==> config.mk <==
export PLATFORM = sky130hd
export DESIGN_NAME = exec_sequencer
export DESIGN_NICKNAME = d
export VERILOG_FILES = /design/src/rtl/exec_sequencer.sv
export SDC_FILE = /design/constraint.sdc
export NUM_CORES = 1
export LEC_CHECK = 0
export BUFFER_PORTS_ARGS = -buffer_cell sky130_fd_sc_hd__buf_2
export CORE_MARGIN = 10
export CORE_UTILIZATION = 45
export DETAILED_ROUTE_END_ITERATION = 10
export PLACE_DENSITY = 0.7
export SKIP_LAST_GASP = 1
export SYNTH_ARGS = -nofsm -noshare
export SYNTH_HDL_FRONTEND = slang
export SYNTH_SLANG_ARGS = --single-unit
==> constraint.sdc <==
create_clock -name clk -period 2.02 [get_ports clk]
set_clock_uncertainty 0.2 [all_clocks]
set_input_delay 0.404 -clock clk [delete_from_list [all_inputs] [get_ports clk]]
set_output_delay 0.404 -clock clk [all_outputs]
set_load 0.02 [all_outputs]
==> src/rtl/exec_sequencer.sv <==
// exec_sequencer: multi-cycle execution sequencer between decode and the
// ALU/FPU datapath. Short ALU ops write back on the next cycle. MULT/DIV and
// FPU ops get a start pulse, stall fetch/decode while the unit runs, then raise
// a writeback strobe. Also holds the sticky halt state.
// Optional feature macro: EXEC_SEQ_PERF_EN adds the stall_cycles/long_ops
// performance counters and their output ports.
module exec_sequencer #(
  parameter int         MULT_LAT = 4,
  parameter int         DIV_LAT  = 8,
  parameter int         FPU_LAT  = 6,
  parameter logic [4:0] ALU_MULT = 5'd6,
  parameter logic [4:0] ALU_DIV  = 5'd7
) (
  input  logic       clk,
  input  logic       rst,
  input  logic       issue_valid,
  output logic       issue_ready,
  input  logic       issue_fpu,
  input  logic [4:0] issue_aluop,
  input  logic [3:0] issue_fpuop,
  input  logic       issue_wr_fp,
  input  logic       issue_wr_int,
  input  logic       issue_halt,
  input  logic       flush,
  output logic       alu_start,
  output logic       fpu_start,
  output logic [3:0] fpu_op,
  output logic       stall,
  output logic       wb_valid,
  output logic       wb_int,
  output logic       wb_fp,
  output logic       halted
`ifdef EXEC_SEQ_PERF_EN
  ,
  output logic [31:0] stall_cycles,
  output logic [31:0] long_ops
`endif
);

  localparam int MAX_LAT = (MULT_LAT > DIV_LAT) ?
                           ((MULT_LAT > FPU_LAT) ? MULT_LAT : FPU_LAT) :
                           ((DIV_LAT > FPU_LAT) ? DIV_LAT : FPU_LAT);
  localparam int CNT_W   = $clog2(MAX_LAT + 1);

  typedef enum logic [2:0] {
    S_IDLE,
    S_START,
    S_BUSY,
    S_WB,
    S_HALT
  } state_t;

  state_t           state_q;
  logic [CNT_W-1:0] cnt_q;
  logic [CNT_W-1:0] lat_m1_q;
  logic [CNT_W-1:0] lat_m1_d;
  logic             lwr_int_q;
  logic             lwr_fp_q;

  logic             issue_ready_q;
  logic             alu_start_q;
  logic             fpu_start_q;
  logic [3:0]       fpu_op_q;
  logic             stall_q;
  logic             wb_valid_q;
  logic             wb_int_q;
  logic             wb_fp_q;
  logic             halted_q;

  logic             issue_fire;
  logic             is_long;

  assign issue_fire = issue_valid && issue_ready_q;
  assign is_long    = issue_fpu || (issue_aluop == ALU_MULT) || (issue_aluop == ALU_DIV);

  // Counter preload (latency minus one) for the op being offered
  always_comb begin
    lat_m1_d = CNT_W'(MULT_LAT - 1);
    if (issue_fpu) begin
      lat_m1_d = CNT_W'(FPU_LAT - 1);
    end else if (issue_aluop == ALU_DIV) begin
      lat_m1_d = CNT_W'(DIV_LAT - 1);
    end
  end

  // Capture latency and write enables of an accepted long op; data only, no reset
  always_ff @(posedge clk) begin
    if (state_q == S_IDLE && issue_fire && is_long) begin
      lat_m1_q  <= lat_m1_d;
      lwr_int_q <= issue_wr_int;
      lwr_fp_q  <= issue_wr_fp;
    end
  end

  // Sequencer FSM with registered outputs; pulses default low every cycle
  always_ff @(posedge clk) begin
    if (rst) begin
      state_q       <= S_IDLE;
      cnt_q         <= '0;
      issue_ready_q <= 1'b1;
      alu_start_q   <= 1'b0;
      fpu_start_q   <= 1'b0;
      fpu_op_q      <= '0;
      stall_q       <= 1'b0;
      wb_valid_q    <= 1'b0;
      wb_int_q      <= 1'b0;
      wb_fp_q       <= 1'b0;
      halted_q      <= 1'b0;
    end else begin
      alu_start_q <= 1'b0;
      fpu_start_q <= 1'b0;
      wb_valid_q  <= 1'b0;
      wb_int_q    <= 1'b0;
      wb_fp_q     <= 1'b0;
      case (state_q)
        S_IDLE: begin
          // flush squashes whatever is offered this cycle, halt included
          if (issue_fire && !flush) begin
            if (issue_halt) begin
              state_q       <= S_HALT;
              halted_q      <= 1'b1;
              stall_q       <= 1'b1;
              issue_ready_q <= 1'b0;
            end else if (is_long) begin
              state_q       <= S_START;
              alu_start_q   <= !issue_fpu;
              fpu_start_q   <= issue_fpu;
              stall_q       <= 1'b1;
              issue_ready_q <= 1'b0;
              if (issue_fpu) begin
                fpu_op_q <= issue_fpuop;
              end
            end else begin
              wb_valid_q <= 1'b1;
              wb_int_q   <= issue_wr_int;
              wb_fp_q    <= issue_wr_fp;
            end
          end
        end
        S_START: begin
          if (flush) begin
            state_q       <= S_IDLE;
            cnt_q         <= '0;
            stall_q       <= 1'b0;
            issue_ready_q <= 1'b1;
          end else begin
            cnt_q <= lat_m1_q;
            if (lat_m1_q == '0) begin
              // unit latency of one: skip BUSY entirely
              state_q    <= S_WB;
              wb_valid_q <= 1'b1;
              wb_int_q   <= lwr_int_q;
              wb_fp_q    <= lwr_fp_q;
            end else begin
              state_q <= S_BUSY;
            end
          end
        end
        S_BUSY: begin
          // flush beats the terminal count
          if (flush) begin
            state_q       <= S_IDLE;
            cnt_q         <= '0;
            stall_q       <= 1'b0;
            issue_ready_q <= 1'b1;
          end else begin
            if (cnt_q != '0) begin
              cnt_q <= cnt_q - CNT_W'(1);
            end
            if (cnt_q == CNT_W'(1)) begin
              state_q    <= S_WB;
              wb_valid_q <= 1'b1;
              wb_int_q   <= lwr_int_q;
              wb_fp_q    <= lwr_fp_q;
            end
          end
        end
        S_WB: begin
          state_q       <= S_IDLE;
          cnt_q         <= '0;
          stall_q       <= 1'b0;
          issue_ready_q <= 1'b1;
        end
        S_HALT: begin
          state_q <= S_HALT;
        end
        default: begin
          state_q       <= S_IDLE;
          cnt_q         <= '0;
          stall_q       <= 1'b0;
          issue_ready_q <= 1'b1;
        end
      endcase
    end
  end

  assign issue_ready = issue_ready_q;
  assign alu_start   = alu_start_q;
  assign fpu_start   = fpu_start_q;
  assign fpu_op      = fpu_op_q;
  assign stall       = stall_q;
  assign wb_valid    = wb_valid_q;
  assign wb_int      = wb_int_q;
  assign wb_fp       = wb_fp_q;
  assign halted      = halted_q;

`ifdef EXEC_SEQ_PERF_EN
  logic [31:0] stall_cycles_q;
  logic [31:0] long_ops_q;

  // Stall-cycle and long-op counters; both wrap naturally at 2^32
  always_ff @(posedge clk) begin
    if (rst) begin
      stall_cycles_q <= '0;
      long_ops_q     <= '0;
    end else begin
      if (stall_q && state_q != S_HALT) begin
        stall_cycles_q <= stall_cycles_q + 32'd1;
      end
      if (state_q == S_START) begin
        long_ops_q <= long_ops_q + 32'd1;
      end
    end
  end

  assign stall_cycles = stall_cycles_q;
  assign long_ops     = long_ops_q;
`endif

endmodule

Word-level counts from Yosys, hierarchy flattened
Cells that the tools add are included.
- $add $sub $neg: 1
- equality and inequality tests: 11
- multiplexer cells: 47
- bitwise gates (word level): 6
- reduce and logical (&&, ||, !) cells: 19
- operators with widths (operator ; number):
    2-to-1 mux 1 bit ; 30
    2-to-1 mux 3 bit ; 6
    case mux 1 bit (3 select lines) ; 5
    2-to-1 mux 4 bit ; 3
    case mux 3 bit (4 select lines) ; 1
    case mux 4 bit (3 select lines) ; 1
    == test 5 x 3 -> 1 bit (second input constant) ; 2
    != test 3 bit (second input constant) ; 3
    NOT 1 bit ; 6
    AND reduction 3 bit ; 2
    AND reduction 5 bit ; 1
    OR reduction 5 bit ; 1
    == test 4 x 1 -> 1 bit (second input constant) ; 1
    logical AND 1 bit ; 4
    logical NOT 4 bit ; 1
    != test 2 x 1 -> 1 bit (second input constant) ; 2
    AND reduction 4 bit ; 1
    nonzero test 4 bit ; 1
    OR reduction 2 bit ; 2
    subtractor 4 x 1 -> 4 bit (second input constant) ; 1
    == test 3 x 1 -> 1 bit (second input constant) ; 1
    == test 3 x 2 -> 1 bit (second input constant) ; 1
    == test 3 bit (second input constant) ; 1
    logical NOT 3 bit ; 1
    4 further kinds ; 6
- register bits: 25
- input bits: 17
- output and inout port bits: 12
- logic and storage cells: 98

Depth between registers and ports, before layout
Gate-level depths: netlist of run 1.
- word-level depth: 7
- mapped depth: 6
- mapped depth without buffers: 6

Worst setup path after synthesis of run 1
OpenSTA, ideal clock, no wires.
- path type: input -> register
- from: in issue_aluop[4]
- to: reg lat_m1_q[1] (enable)
- arrival: 1576 ps
- path slack: -135 ps
- stages on the path: 3
- cells stage by stage: nor4bb_1 nor2_1 nor4b_1
- word-level cells in the longest chain between the ends: 4
- ends and longest elaborated chain (item ; line ; source):
    start, declared ; 19 ; input logic [4:0] issue_aluop,
    == test 5 x 3 -> 1 bit ; 74 ; assign is_long = issue_fpu || (issue_aluop == ALU_MULT) || (issue_aluop == ALU_DIV);
    logical OR 1 bit ; 74 ;
    logical OR 1 bit (*) ; 74 ;
    logical AND 1 bit (*) ; 88 ; if (state_q == S_IDLE && issue_fire && is_long) begin
    end signal, assigned ; 89 ; lat_m1_q <= lat_m1_d;
    end, declared ; 55 ; logic [CNT_W-1:0] lat_m1_q;
Mark *: on every way between the ends. The rest lies on a longest branch, timed or not.
A chain may end at the register's enable or synchronous reset.

Worst setup path after layout of run 1
- from: reg state_q[2]
- to: reg alu_start_q (netlist: alu_start)
- word-level cells in the longest chain between the ends: 3
- ends and longest elaborated chain (item ; line ; source):
    start, declared ; 53 ; state_t state_q;
    start signal, assigned ; 98 ; state_q <= S_IDLE;
    start signal, assigned ; 120 ; state_q <= S_HALT;
    start signal, assigned ; 125 ; state_q <= S_START;
    logical NOT 3 bit ; 115 ; case (state_q)
    NOT 1 bit (no line) ; -- ;
    OR reduction 5 bit (no line) ; -- ;
    end signal, assigned ; 126 ; alu_start_q <= !issue_fpu;
    end, declared ; 61 ; logic alu_start_q;
No other way between the ends.

==> metrics, run 1 <==
initial core utilization 47.5%; number of hold buffers added after cts 0; Inserted Clock Buffers 3; via count of the first global-routing pass 957; Slew @ Worst Pin 0.417 ns; count of placed standard cells including taps 174; clock tree root driver cell clkbuf_4; TNS Setup 0 ns; maximum number of pins on one net before global-route repair 17; peak per-stage delay on the critical path 0.46 ns; top routing layer used met4; switching power 0.000196 W; minimum clock period 1.85 ns; Synth top area share 35.9%; total count of max-transition violations in the final report 0; length of routed met2 wiring 1230 um; cells resized by post-CTS repair 0; cell type with the largest total area after synthesis dfxtp_1; result of the run completed; Total Nets Final 170; placer's final routability congestion estimate 0.766; final std cells w/o fill 178; met3 wire length 113 um; sequential standard cell area 500 um2; number of buffer cells added on primary ports 28; max cap viols 0; standard cell core area 2230 um2; wire length of the first global-routing pass 4230 um; number of sinks driven by the clock tree 23; TritonCTS clock tree yes; classification of the worst-slack hold path primary input to flop; largest voltage drop on the vdd net 0.359 mV; leak pwr 0.568 nW; antenna violations before repair 0; relative area change from synthesis to final layout 24.8%; clock network fraction of design power 25.0%; Mapped Area 1060 um2; number of fill cells in the layout 217; EDFF count, synth 4; Crit path arrival time 1.88 ns; Die Y 68.5 um; count of boundary I/O pins 29; detailed placement HPWL 1990 um; final critical-path share of the clock period 91.8%; post-CTS repair timing setup buffer count 0; number of synthesized register bits 23; DRT Wirelength 2540 um; kind of start point of the critical path flop; number of antenna cells inserted 0; most frequent cell after synthesis dfxtp_1; synthesized instance count 112; Most used DFF post-synth dfxtp_1; Max Clock Freq 539 MHz; type of element capturing the critical path flop; clock transition time at the flip-flop clock pins of the worst setup and hold paths 0.12 ns; top fanout value on the critical path 4; Post-Syn Nets 131; TritonRoute pass-1 iters 4; drt via density 5.36; critical path class flop to flop; Slowest-stage cell, CP or3_1; routed via count 954; switching portion of total power 24.4%; cell chain of the critical path or3_1, buf_4, nor4_2, o21ai_1, nor3_1; remaining antenna violation count 0; RSZ-0062 raised after global routing false; async set-reset flop share out of synthesis 0%; Global Route Usage Sum 11.4%; Design Power 0.000804 W; PwrDens 608 nW/um2; Clock Latency Late Sink 0.29 ns; cell types with the highest counts after synthesis 19 x dfxtp_1, 17 x nor2_1, 9 x a21oi_1; Yosys warning total 0; internal portion of total power 0.000608 W; maximum count of clock buffers along a single path 2; overall die width 68.5 um; number of DRC markers after the initial detailed-route iteration 72; area of the multi-input gates 523 um2; wire length per cell 14.3 um; ratio of cells with drive above 1 in the final layout 30.7%; number of H-tree branching levels 1; die area 4700 um2; portion of the post-synthesis area used by sequential elements 47.2%; remaining routing DRC violations 0; Routed met1 length 1180 um; fraction of power consumed by sequential logic 60.8%; number of setup violations in the final report 0; count of final hold-check violations 0; required time at the worst-slack endpoint 2.04 ns; count of cell types in the netlist 37; logic gate share of total power 14.2%; headroom to the max-slew limit 72.0%; syn avg cell area 9.46 um2; global route overflow 0; main area contributors after synthesis dfxtp_1 36%, edfxtp_1 11%, nor2_1 6.0%; row cnt 17
==> power groups by stage <==
stage | Clock [W] | Combinational, W | Sequential, W
2_1_floorplan | 0 | 0.0000567 | 0.000507
3_3_place_gp | 0 | 0.000111 | 0.000498
3_5_place_dp | 0 | 0.000114 | 0.000499
4_1_cts | 0.000209 | 0.000114 | 0.000489
5_1_grt | 0.000231 | 0.000125 | 0.000491
6_report | 0.000201 | 0.000114 | 0.000489
==> routing by layer <==
metal | track usage [%] | vias to the layer above
met1 | 14.7 | 448
met4 | 3.02 | 0
met5 | 0 | -
li1 | - | 485
met2 | 18.2 | 19
met3 | 3.38 | 2
==> path summary, 6_finish.rpt <==
check | from | to | slack, ns | cells past startpoint
setup / recovery | state_q[2] | alu_start | 0.17 | 5
hold / removal | issue_wr_int | lwr_int_q | 0.09 | 1
setup reg to reg | state_q[2] | alu_start | 0.17 | 5
hold reg to reg | stall | stall | 0.27 | 1
==> through the flow <==
step                setup WS, ns  hold slack (ns)  cell area, um2  utilization, %
floorplan                 0.0623            0.247            1070               -
global placement          0.0217            0.242            1300            58.0
detailed placement        0.0385            0.253            1300            58.0
CTS                        0.153           0.0847            1320            59.2
global route              0.0746           0.0741            1320            59.2
finish                     0.165           0.0927            1320            59.2
==> flip-flops by register name, indices dropped and copies added (netlist names) <==
name         cells
wb_fp            1
cnt_q            4
stall            1
fpu_op           4
wb_valid         1
lat_m1_q         2
alu_start        1
lwr_int_q        1
halted           1
state_q          3
issue_ready      1
fpu_start        1
lwr_fp_q         1
wb_int           1
==> worst max-delay path: cells and delay by family, from the launching register on <==
family	cells	cell delay, ns
simple gates	3	0.92
flops	1	0.33
buf+inv	1	0.18
compound gates	1	0.16
==> cell families after synthesis <==
family	after synthesis	synth area share (%)
xor+xnor	1	0.827
mux	6	5.67
flops	23	47.2
fa+ha+maj	2	2.36
compound gates	23	13.8
simple gates	48	26.1
buf+inv	9	4.01
==> layout by cell type (no fill, tap or decap), drive strengths merged, types with 2 or more instances in the layout <==
master and n:
a21oi 9, a31oi 3, a32oi 2, buf 39, clkbuf 4, dfxtp 19
edfxtp 4, ha 2, inv 4, mux2i 6, nand2 6, nand2b 2
nor2 17, nor2b 2, nor3 3, nor4 4, nor4b 3, o21ai 3
o32ai 2, or3 4
==> area by class of cell <==
class                           count  area share, %
Multi-Input combinational cell     80           39.5
Sequential cell                    23           37.8
Timing Repair Buffer               39           16.8
Tap cell                           28           2.65
Clock buffer                        4           1.99
Inverter                            4           1.14
Power figures use the tool's default switching activity.
==> run 2: changes to the inputs <==
--- a/config.mk
+++ b/config.mk
@@ -10,6 +10,7 @@
 export CORE_UTILIZATION = 45
 export DETAILED_ROUTE_END_ITERATION = 10
 export PLACE_DENSITY = 0.7
+export REMOVE_ABC_BUFFERS = 1
 export SKIP_LAST_GASP = 1
 export SYNTH_ARGS = -nofsm -noshare
 export SYNTH_HDL_FRONTEND = slang
==> constraint.sdc (replaced) <==
create_clock -name clk -period 1.7 [get_ports clk]
set_clock_uncertainty 0.2 [all_clocks]
set_input_delay 0.34 -clock clk [delete_from_list [all_inputs] [get_ports clk]]
set_output_delay 0.34 -clock clk [all_outputs]
set_load 0.02 [all_outputs]
==> metrics, run 2 (synthesized netlist as in run 1, its figures left out) <==
result of the run completed; Global Route Usage Sum 11.9% (+0.48 points); cell chain of the critical path inv_1, ha_2, buf_4, a21oi_2, a21oi_2, nor4b_2, o21a_1; clock transition time at the flip-flop clock pins of the worst setup and hold paths 0.12 ns (about the same); destination of the worst register-to-register timing path cnt_q[2]; clock tree root driver cell clkbuf_4; count of boundary I/O pins 29 (unchanged); area of the multi-input gates 557 um2 (+6.5%); origin of the critical flop-to-flop path cnt_q[0]; total count of max-transition violations in the final report 0 (unchanged); overall die width 68.5 um (unchanged); drt via density 5.35 (-0.12%); critical path class flop to flop; number of H-tree branching levels 1 (unchanged); global route overflow 0 (unchanged); leak pwr 0.621 nW (+9.2%); post-CTS repair timing setup buffer count 0 (unchanged); count of final hold-check violations 0 (unchanged); RSZ-0062 raised after global routing true; antenna violations before repair 0 (unchanged); Hold Path Origin issue_wr_fp; hold path depth 1 (unchanged); classification of the worst-slack hold path primary input to flop; maximum count of clock buffers along a single path 2 (unchanged); Max Clock Freq 614 MHz (+14%); final critical-path share of the clock period 95.8% (+4.0 points); kind of start point of the critical path flop; Inserted Clock Buffers 3 (unchanged); top fanout value on the critical path 5 (+1); most numerous cell on the critical path a21oi_2; type of element capturing the critical path flop; die area 4700 um2 (unchanged); terminating pin of the worst hold path lwr_fp_q; DRT Wirelength 2630 um (+3.5%); Design Power 0.000982 W (+22%); max cap viols 0 (unchanged); number of fill cells in the layout 197 (-9.2%); ratio of cells with drive above 1 in the final layout 41.5% (+11 points); number of cell instances on the worst register-to-register path 7 (+2); TritonRoute pass-1 iters 4 (unchanged); Crit path arrival time 1.69 ns (-0.19 ns); peak per-stage delay on the critical path 0.35 ns (-0.11 ns); maximum number of pins on one net before global-route repair 17 (unchanged); final core area utilization 64.0% (+4.8 points); number of hold buffers added after cts 0 (unchanged); commonest cells after routing, fill and taps aside 28 x buf_2, 20 x buf_4, 17 x nor2_1; number of antenna cells inserted 0 (unchanged); headroom to the max-slew limit 76.5% (+4.6 points); number of DRC markers after the initial detailed-route iteration 22 (-69%); number of setup violations in the final report 0 (unchanged); detailed placement HPWL 2020 um (+1.5%); Slowest-stage cell, CP dfxtp_1; sequential standard cell area 504 um2 (+0.75%); minimum clock period 1.63 ns (-0.226 ns); standard cell core area 2230 um2 (unchanged); most frequent standard cell in the layout excluding fill and tap cells buf_2; Total Nets Final 179 (+5.3%); TritonCTS clock tree yes; largest voltage drop on the vdd net 0.645 mV (+79%); routed via count 1001 (+4.9%); row cnt 17 (unchanged); Slew @ Worst Pin 0.347 ns (-0.0699 ns); Clock Latency Late Sink 0.30 ns (about the same); PwrDens 687 nW/um2 (+13%); wire length of the first global-routing pass 4400 um (+3.9%); via count of the first global-routing pass 1049 (+9.6%); setup slack of the worst register-to-register path 0.07 ns (-0.09 ns); remaining routing DRC violations 0 (unchanged); required time at the worst-slack endpoint 1.76 ns (-0.28 ns); Die Y 68.5 um (unchanged); remaining antenna violation count 0 (unchanged); Hold WS 0.0263 ns (-0.0663 ns); number of buffer cells added on primary ports 28 (unchanged); relative area change from synthesis to final layout 34.8%; wire length per cell 14.1 um (-1.4%); placer's final routability congestion estimate 0.856 (+12%); initial core utilization 47.5% (unchanged); number of sinks driven by the clock tree 23 (unchanged)
==> run 2: cell count changes in the layout (fill, tap and decap cells not counted), sizes merged <==
cell / before / now
buf: 39 / 48
clkbuf: 4 / 3
clkinv: 0 / 1
==> run 2: final cells by class <==
type	count	area share, %
timing repair buffer	48	20.3
multi-input combinational	80	39.0
inverter	4	1.05
clock inverter	1	0.350
tap	28	2.45
clock buffer	3	1.58
sequential	23	35.3
==> run 2: worst max path at each step <==
| stage | from | end | slack [ns] |
|---|---|---|---|
| 3_3_place_gp | issue_aluop[4] | lwr_fp_q | -0.1 |
| 5_1_grt | cnt_q[1] | cnt_q[0] | -0.01 |
| 2_1_floorplan | issue_aluop[4] | lat_m1_q[1] | -0.39 |
| 6_report | cnt_q[0] | cnt_q[2] | 0.07 |
| 4_1_cts | state_q[0] | fpu_op[0] | 0.007 |
| 3_5_place_dp | flush | issue_ready | -0.15 |
==> run 2: repair_timing <==
action / in CTS / in global routing
pin swaps: 1 / 1
endpoints found under the setup margin: 6 / 10
gates resized for setup: 3 / 9
==> run 2: worst max-delay path, delay by kind of cell (launching register included) <==
kind | cells | cell delay [ns]
flops | 1 | 0.35
fa+ha+maj | 1 | 0.17
compound gates | 3 | 0.38
simple gates | 1 | 0.28
buf+inv | 2 | 0.19
==> run 2: where the power goes <==
part	internal, W	leakage (nW)	switching [W]
clock	0.0000878	0.0177	0.000158
combinational	0.0000729	0.410	0.0000826
sequential	0.000572	0.193	0.00000802
total	0.000733	0.621	0.000249
==> run 2: per-stage QoR <==
stage / setup TNS, ns / setup WS, ns / std cells / instance area, um2
after CTS: 0 / 0.00736 / 187 / 1400
after detailed placement: -1.29 / -0.146 / 183 / 1360
after global routing: -0.0104 / -0.0104 / 187 / 1430
after global placement: -0.928 / -0.0990 / 183 / 1360
after floorplan: -2.11 / -0.391 / 107 / 1030
final: 0 / 0.0709 / 187 / 1430
==> run 2: layer usage <==
layer,share of wire (%),vias to the layer above,global-route usage [%]
met2,47,37,19.1
met4,0.49,0,5.78
li1,-,504,-
met5,0,-,0
met1,44,458,12.9
met3,8.1,2,5.80
==> run 3: changes to the inputs <==
--- a/config.mk
+++ b/config.mk
@@ -7,9 +7,10 @@
 export LEC_CHECK = 0
 export BUFFER_PORTS_ARGS = -buffer_cell sky130_fd_sc_hd__buf_2
 export CORE_MARGIN = 10
-export CORE_UTILIZATION = 45
+export CORE_UTILIZATION = 48
+export CTS_BUF_LIST = sky130_fd_sc_hd__clkbuf_4
 export DETAILED_ROUTE_END_ITERATION = 10
-export PLACE_DENSITY = 0.7
+export PLACE_DENSITY = 0.74
 export REMOVE_ABC_BUFFERS = 1
 export SKIP_LAST_GASP = 1
 export SYNTH_ARGS = -nofsm -noshare
==> metrics, run 3 (synthesized netlist as in run 1, its figures left out) <==
number of setup violations in the final report 0 (unchanged); max cap viols 0 (unchanged); TritonCTS clock tree yes; global route overflow 0 (unchanged); finished layout cell area 1420 um2 (-0.53%); clock transition time at the flip-flop clock pins of the worst setup and hold paths 0.13 ns (about the same); origin of the critical flop-to-flop path cnt_q[0]; standard cell core area 2020 um2 (-9.5%); PwrDens 700 nW/um2 (+1.9%); number of antenna cells inserted 0 (unchanged); sequential standard cell area 504 um2 (unchanged); critical path class flop to flop; via count of the first global-routing pass 1062 (+1.2%); kind of start point of the critical path flop; type of element capturing the critical path flop; clock tree root driver cell clkbuf_4; TritonRoute pass-1 iters 4 (unchanged); Crit path arrival time 1.71 ns (+0.02 ns); remaining routing DRC violations 0 (unchanged); Global Route Usage Sum 12.4% (+0.52 points); most numerous cell on the critical path a21oi_2; Slew @ Worst Pin 0.336 ns (-0.0117 ns); Die Y 67.0 um (-2.3%); wire length of the first global-routing pass 4400 um (+0.16%); Hold WS 0.0323 ns (+0.00592 ns); number of H-tree branching levels 1 (unchanged); maximum count of clock buffers along a single path 2 (unchanged); number of sinks driven by the clock tree 23 (unchanged); crit path launch cnt_q[0]; remaining antenna violation count 0 (unchanged); Max Clock Freq 608 MHz (-1.0%); ratio of cells with drive above 1 in the final layout 40.5% (-1.0 points); detailed placement HPWL 2050 um (+1.7%); leak pwr 0.615 nW (-0.83%); maximum number of pins on one net before global-route repair 17 (unchanged); placer's final routability congestion estimate 0.940 (+9.9%); row cnt 16 (-1); top fanout value on the critical path 5 (unchanged); classification of the worst-slack hold path primary input to flop; largest voltage drop on the vdd net 0.471 mV (-27%); Clock Latency Late Sink 0.31 ns (about the same); number of DRC markers after the initial detailed-route iteration 46 (+110%); Total Nets Final 178 (-0.56%); routed via count 975 (-2.6%); antenna violations before repair 0 (unchanged); most frequent standard cell in the layout excluding fill and tap cells buf_2; Slowest-stage cell, CP dfxtp_2; count of boundary I/O pins 29 (unchanged); overall die width 67.0 um (-2.3%); TNS Setup 0 ns (unchanged); cell chain of the critical path inv_1, ha_1, buf_4, a21oi_2, a21oi_2, nor4b_2, o21a_1; relative area change from synthesis to final layout 34.1%; minimum clock period 1.65 ns (+0.0168 ns); count of final hold-check violations 0 (unchanged); post-route setup slack 0.0542 ns (-0.0168 ns); peak per-stage delay on the critical path 0.35 ns (about the same); wire length per cell 14.6 um (+3.7%); initial core utilization 52.4% (+5.0 points); post-placement cell area 1350 um2 (-0.65%); number of buffer cells added on primary ports 28 (unchanged); area of the multi-input gates 556 um2 (-0.22%); Design Power 0.000996 W (+1.4%); DRT Wirelength 2700 um (+2.6%); Bufs and invs on worst path 2 (unchanged); Placement Setup Slack -0.195 ns (-0.0491 ns); result of the run completed; die area 4490 um2 (-4.5%); final critical-path share of the clock period 96.8% (+0.99 points); required time at the worst-slack endpoint 1.77 ns (about the same); post-CTS repair timing setup buffer count 0 (unchanged); total count of max-transition violations in the final report 0 (unchanged); number of fill cells in the layout 171 (-13%); Inserted Clock Buffers 3 (unchanged); kind of cell with the highest combined delay on the critical path compound AO/OA/AOI/OAI gates; headroom to the max-slew limit 77.3% (+0.80 points); Hold Path Origin issue_wr_fp; commonest cells after routing, fill and taps aside 28 x buf_2, 19 x buf_4, 17 x nor2_1; drt via density 5.27 (-1.5%)
[run 3: final timing paths]
| path | slack [ns] | endpoint | depth (start not counted) |
|---|---|---|---|
| max | 0.05 | cnt_q[2] | 7 |
| min | 0.03 | lwr_fp_q | 1 |
| min reg2reg | 0.27 | issue_ready | 2 |
| max reg2reg | 0.05 | cnt_q[2] | 7 |
[run 3: cell type report]
type	count	share of cell area [%]
clock buffers	4	2.11
multi-input cells	80	39.1
flip-flops and latches	23	35.5
repair buffers	47	19.9
well taps	27	2.38
inverters	4	1.06
[run 3: timing repair]
item | 4_1_cts | 5_1_grt
gates cloned | 0 | 0
hold buffers | 0 | 0
pin swaps | 0 | 3
setup endpoints to repair | 8 | 14
gates resized for setup | 2 | 10
[run 3: power by group]
| part | switching, W | total (W) | internal (W) |
|---|---|---|---|
| combinational | 0.0000820 | 0.000153 | 0.0000708 |
| sequential | 0.00000780 | 0.000580 | 0.000572 |
| clock | 0.000155 | 0.000263 | 0.000107 |
| total | 0.000245 | 0.000996 | 0.000750 |
[run 3: metrics by stage]
step	utilization [%]	cells
detailed placement	66.7	181
global route	70.3	185
CTS	68.8	185
global placement	66.7	181
finish	70.3	185
floorplan	-	107
[run 3: worst register-to-register path, delay by kind of cell, from the launching register on]
| family | cells | cell delay [ns] |
|---|---|---|
| buffers and inverters | 2 | 0.20 |
| AO/OA/AOI/OAI | 3 | 0.38 |
| AND/OR/NAND/NOR | 1 | 0.27 |
| flip-flops | 1 | 0.35 |
| adder cells (fa/ha/maj) | 1 | 0.19 |
[run 3: layer usage]
layer  share of wire [%]  track usage, %  routed length (um)  up-vias
met1                  43            12.6                1160      441
met4                 1.4            5.90                  37        0
met2                  51            22.2                1370       25
li1                    -               -                   -      505
met3                 5.0            4.35                 135        4
met5                   0               0                   0        -
